File: config.mk
export PLATFORM = sky130hd
export DESIGN_NAME = sync_fifo
export DESIGN_NICKNAME = d
export VERILOG_FILES = /design/src/rtl/fifo_pkg.sv /design/src/rtl/fifo_ram.sv /design/src/rtl/sync_fifo.sv
export SDC_FILE = /design/constraint.sdc
export NUM_CORES = 1
export LEC_CHECK = 0
export CORE_UTILIZATION = 35
export DETAILED_ROUTE_END_ITERATION = 8
export GPL_TIMING_DRIVEN = 1
export PLACE_DENSITY_LB_ADDON = 0.08
export SKIP_LAST_GASP = 1
export SLEW_MARGIN = 20
export SYNTH_ARGS = -nofsm -noshare
export SYNTH_HDL_FRONTEND = slang
export SYNTH_SLANG_ARGS = --single-unit
File: constraint.sdc
create_clock -name clk -period 2.85 [get_ports clk]
set_clock_uncertainty 0.05 [all_clocks]
set_input_delay 0.285 -clock clk [delete_from_list [all_inputs] [get_ports clk]]
set_output_delay 0.285 -clock clk [all_outputs]
set_load 0.05 [all_outputs]
File: src/rtl/fifo_pkg.sv
// Shared definitions for the single-clock FIFO: read-mode selector, width helper
// and the parameter legality predicate evaluated at elaboration.
package fifo_pkg;

  typedef enum logic {
    FIFO_STD,
    FIFO_FWFT
  } fifo_mode_e;

  // Bits needed to hold an occupancy of 0..depth inclusive.
  function automatic int unsigned fifo_count_width(input int unsigned depth);
    return $clog2(depth + 1);
  endfunction

  function automatic bit fifo_is_pow2(input int unsigned value);
    return (value != 0) && ((value & (value - 1)) == 0);
  endfunction

  function automatic bit fifo_params_ok(input int unsigned width,
                                        input int unsigned depth,
                                        input int unsigned aempty_off,
                                        input int unsigned afull_off);
    return (width >= 1) && (depth >= 4) && fifo_is_pow2(depth) &&
           (aempty_off < depth) && (afull_off < depth);
  endfunction

endpackage

File: src/rtl/fifo_ram.sv
// Simple dual-port storage: one write port, one registered read port, no reset,
// so it maps onto block or distributed RAM.
module fifo_ram #(
  parameter int unsigned WIDTH = 8,
  parameter int unsigned DEPTH = 16
) (
  input  logic                     clk,
  input  logic                     write_en,
  input  logic [$clog2(DEPTH)-1:0] write_addr,
  input  logic [WIDTH-1:0]         write_data,
  input  logic                     read_en,
  input  logic [$clog2(DEPTH)-1:0] read_addr,
  output logic [WIDTH-1:0]         read_data
);

  logic [WIDTH-1:0] mem [DEPTH];

  always_ff @(posedge clk) begin
    if (write_en) begin
      mem[write_addr] <= write_data;
    end
  end

  always_ff @(posedge clk) begin
    if (read_en) begin
      read_data <= mem[read_addr];
    end
  end

endmodule

File: src/rtl/sync_fifo.sv
// Single-clock FIFO with occupancy count, almost-flags, registered error pulses
// and a selectable standard or first-word-fall-through read mode.
module sync_fifo
  import fifo_pkg::*;
#(
  parameter int unsigned WIDTH      = 8,
  parameter int unsigned DEPTH      = 16,
  parameter int unsigned AEMPTY_OFF = 1,
  parameter int unsigned AFULL_OFF  = 1,
  parameter fifo_mode_e  MODE       = FIFO_STD
) (
  input  logic                       clk,
  input  logic                       reset,
  input  logic                       write_req,
  input  logic [WIDTH-1:0]           write_data,
  input  logic                       read_req,
  output logic [WIDTH-1:0]           read_data,
  output logic                       empty,
  output logic                       full,
  output logic                       aempty,
  output logic                       afull,
  output logic [$clog2(DEPTH+1)-1:0] count,
  output logic                       overflow,
  output logic                       underflow
);

  localparam int unsigned AW = $clog2(DEPTH);
  localparam int unsigned CW = fifo_count_width(DEPTH);
  localparam logic [CW-1:0] FULL_LVL   = CW'(DEPTH);
  localparam logic [CW-1:0] AEMPTY_LVL = CW'(AEMPTY_OFF);
  localparam logic [CW-1:0] AFULL_LVL  = CW'(DEPTH - AFULL_OFF);
  localparam logic [AW:0]   PTR_ONE    = (AW + 1)'(1);

  if (!fifo_params_ok(WIDTH, DEPTH, AEMPTY_OFF, AFULL_OFF)) begin : g_bad_params
    $error("sync_fifo: illegal WIDTH/DEPTH/AEMPTY_OFF/AFULL_OFF combination");
  end

  logic [AW:0]      wptr;
  logic [AW:0]      rptr;
  logic             write_acc;
  logic             read_acc;
  logic             ram_re;
  logic             ram_nonempty;
  logic             q_valid;
  logic [WIDTH-1:0] ram_q;

  assign write_acc    = write_req && !full;
  assign read_acc     = read_req && !empty;
  assign ram_nonempty = (wptr != rptr);

  // In FWFT the RAM's registered read port doubles as the output stage: it is
  // refilled whenever it holds nothing or is being popped and RAM has data.
  // rptr therefore tracks RAM reads, while count tracks user-visible pops.
  assign ram_re = (MODE == FIFO_FWFT) ? ((!q_valid || read_acc) && ram_nonempty)
                                      : read_acc;

  fifo_ram #(
    .WIDTH(WIDTH),
    .DEPTH(DEPTH)
  ) u_ram (
    .clk       (clk),
    .write_en  (write_acc),
    .write_addr(wptr[AW-1:0]),
    .write_data(write_data),
    .read_en   (ram_re),
    .read_addr (rptr[AW-1:0]),
    .read_data (ram_q)
  );

  always_ff @(posedge clk) begin
    if (reset) begin
      wptr      <= '0;
      rptr      <= '0;
      count     <= '0;
      q_valid   <= 1'b0;
      overflow  <= 1'b0;
      underflow <= 1'b0;
    end else begin
      if (write_acc) begin
        wptr <= wptr + PTR_ONE;
      end
      if (ram_re) begin
        rptr <= rptr + PTR_ONE;
      end
      unique case ({write_acc, read_acc})
        2'b10:   count <= count + CW'(1);
        2'b01:   count <= count - CW'(1);
        default: count <= count;
      endcase
      overflow  <= write_req && full;
      underflow <= read_req && empty;
      // STD: marks that read_data has been loaded since reset.
      // FWFT: the output stage holds the head word.
      if (MODE == FIFO_FWFT) begin
        if (ram_re) begin
          q_valid <= 1'b1;
        end else if (read_acc) begin
          q_valid <= 1'b0;
        end
      end else if (read_acc) begin
        q_valid <= 1'b1;
      end
    end
  end

  always_comb begin
    full      = (count == FULL_LVL);
    empty     = (MODE == FIFO_FWFT) ? !q_valid : (count == '0);
    aempty    = (count <= AEMPTY_LVL);
    afull     = (count >= AFULL_LVL);
    read_data = q_valid ? ram_q : '0;
  end

endmodule

==> results of run 1 <==
state kept, by name, indices dropped and copies added, names as in the netlist:
register,cells
u_ram.mem,128
u_ram.read_data,8
count,5
rptr,4
wptr,4
overflow,1
q_valid,1
underflow,1
timing repair:
| action | in CTS | in global routing |
|---|---|---|
| endpoints found under the setup margin | 0 | 1 |
| endpoints found under the hold margin | 0 | 0 |
| gates resized for setup | 0 | 1 |
placed cells by master (no fill, tap or decap), types with 3 or more instances in the layout:
master and instances:
a21oi_1 7, a221oi_1 16, a22oi_1 8, and2_1 10
buf_4 25, bufinv_16 3, clkbuf_16 17, clkdlybuf4s50_1 29
clkinv_1 6, clkinv_2 4, dfxtp_1 13, edfxtp_1 136
ha_1 11, inv_1 9, mux2i_1 33, mux4_2 16
nand2_1 16, nand2b_1 3, nand3_1 4, nor2_1 23
nor3_1 4, o21ai_0 8, xnor2_1 3, xor2_1 6
per-layer routing:
metal  part of all wire  up-vias
met4             0.0082        0
met5                  0        -
met2               0.48       40
li1                   -     1556
met1               0.48     1709
met3              0.025       10
critical path, cell delays in order (launching register included):
cell	delay [ps]
dfxtp_2	400
ha_1	200
and3_1	170
ha_1	150
nor2_1	40
nand2_1	60
clkdlybuf4s50_1	790
cell families after synthesis:
kind of cell / after synthesis / synth area share
adder cells (fa/ha/maj): 11 / 0.02217
AND/OR/NAND/NOR: 76 / 0.06550
XOR/XNOR: 9 / 0.01270
multiplexers: 49 / 0.1112
AO/OA/AOI/OAI: 43 / 0.04877
flip-flops: 152 / 0.7094
buffers and inverters: 32 / 0.03023
power by group through the flow:
stage	clock (mW)	sequential [mW]	combinational, mW
floorplan	0	2.76	1.14
global placement	0	2.84	1.55
detailed placement	0	2.84	1.55
CTS	2.22	2.79	1.56
global route	2.31	2.82	1.64
finish	2.17	2.78	1.54
path summary, 6_finish.rpt:
| path | end | slack (ps) |
|---|---|---|
| setup reg to reg | count[3] | 360 |
| hold reg to reg | wptr[1] | 460 |
| hold / removal | wptr[1] | 460 |
| setup / recovery | afull | 290 |
area by class of cell:
type | instances | area, um2 | area share
sequential | 152 | 4410 | 0.5942
timing repair buffer | 56 | 510.5 | 0.06878
multi-input combinational | 188 | 1617 | 0.2178
clock buffer | 18 | 429.2 | 0.05782
inverter | 10 | 37.54 | 0.005057
tap | 225 | 281.5 | 0.03793
clock inverter | 13 | 136.4 | 0.01837
==> results.yml, run 1 <==
run_status:
  status: "complete, no violations"
yosys:
  synth_top_area_share: 0.6578
  synthArstFlopShare: 0
  syn_inst: 372
  synth_cell_type_count: 42
  seq_area_frac_synth: 0.7094
  synth_area_leaders: "edfxtp_1 (66%), mux4_2 (5.8%), mux2i_1 (5.3%), dfxtp_1 (5.2%), a221oi_1 (2.3%)"
  synth_ff_type: "edfxtp_1"
  ys_warn_count: 0
  postSynthNetCount: 395
  yosys-top-cells-count: "edfxtp_1 (136), mux2i_1 (33), nor2_1 (23)"
  synth-edff-count: 136
  yosysMostFrequentCell: "edfxtp_1"
  avgSynthCellArea_um2: 16.69
  synth-seq-cells: 152
  netlist_area_um2: 6208
  synth_top_area_cell: "edfxtp_1"
setup_path:
  rr_worst_depth: 10
  r2r_start: "count[0]"
  startpoint: "count[0]"
  crit_path_start_kind: "flip-flop"
  crit_required_ps: 2520
  crit_type: "reg2out"
  crit_path_end_kind: "primary output"
  crit_arrival_ps: 2220
  worstPathMaxFanout: 8
timing:
  worst_pin_slew_ps: 686.0
  hold_ws_ps: 462.6
  slew_violations: 0
  finalWorstPathRequiredPeriod_ps: 2557
  slew_headroom: 0.5412
  worst_slack_ps: 292.8
  period_share: 0.8973
  tns_ps: 0
  rsz0062_at_grt: "false"
  setup_viol: 0
  finalHoldViolCount: 0
  fmax_mhz: 391.0
drt:
  routedWlPerCell_um: 20.82
  drc_errors: 0
  drtAntennaViolNets: 0
  vias: 3315
  drtIter0Drc: 172
  wirelength_mm: 13.78
  routed_via_density: 5.008
  firstDrtPassIters: 4
clock_network:
  htree_num_levels: 4
  clock_path_buffers: 2
  cts_setup_buffers: 0
  cts_tree: "done"
  clk_pin_slew_ps: 60
  clock-sinks: 152
  cts-root-buf: "clkbuf_16"
  cts_buffers: 17
  clk_latency_ps: 410
  ctsHoldBuffers: 0
power_and_ir_drop:
  intPower_mw: 4.602
  clkPwrFrac: 0.334
  p_seq_frac: 0.429
  p_total_mw: 6.492
  vdd_drop_max_mv: 0.4487
  p_sw_frac: 0.2911
  switchingPower_mw: 1.890
  combPwrFrac: 0.237
  powerDensity_nw_per_um2: 874.7
  p_leak_nw: 2.472
cells_and_area:
  finish.utilization: 0.4291
  syn_to_final_growth_pct: 19.55
  drive_above_1_share: 0.1693
  stdcell_area_um2: 7422
  fillCellCount: 1557
  finalNonFillerCells: 662
  antenna-diode-count: 0
  nets: 448
grt:
  met2_usage: 0.2604
  grt_start_max_net_pins: 29
  grtUsageMet1: 0.2275
  antenna_found_initial: 0
  overflow: 0
  globalRouteMet3Util: 0.03966
  grt_pass1_wl_mm: 21.04
  grt.total_usage: 0.1655
  first_global_vias: 3344
  grt_busiest_layer: "met2"
placed_design:
  dp_cells: 631
  pre_cts_slack_ps: 357.3
  portBuffers: 30
  dp_hpwl_mm: 8.911
  gp_congestion: 0.7750
  placed_area_um2: 6854
die:
  start_util: 0.3589
  die_y_um: 135.2
  core_area_um2: 17300
  pin_count: 31
  die_area_um2: 18280
  dieWidth_um: 135.2
  row_count: 48
job:
  maxCapViolCount: 0
worst_hold_path:
  timing.hold.worst.class: "reg2reg"
  hold_depth: 2
  holdCritStartpoint: "wptr[1]"
Power figures use the tool's default switching activity.
==> inputs of run 2 (changes only) <==
--- a/config.mk
+++ b/config.mk
@@ -14,3 +14,4 @@
 export SYNTH_ARGS = -nofsm -noshare
 export SYNTH_HDL_FRONTEND = slang
 export SYNTH_SLANG_ARGS = --single-unit
+export TNS_END_PERCENT = 20
==> results of run 2 <==
No change in the layout: final DEF, timing and power equal those of run 1.
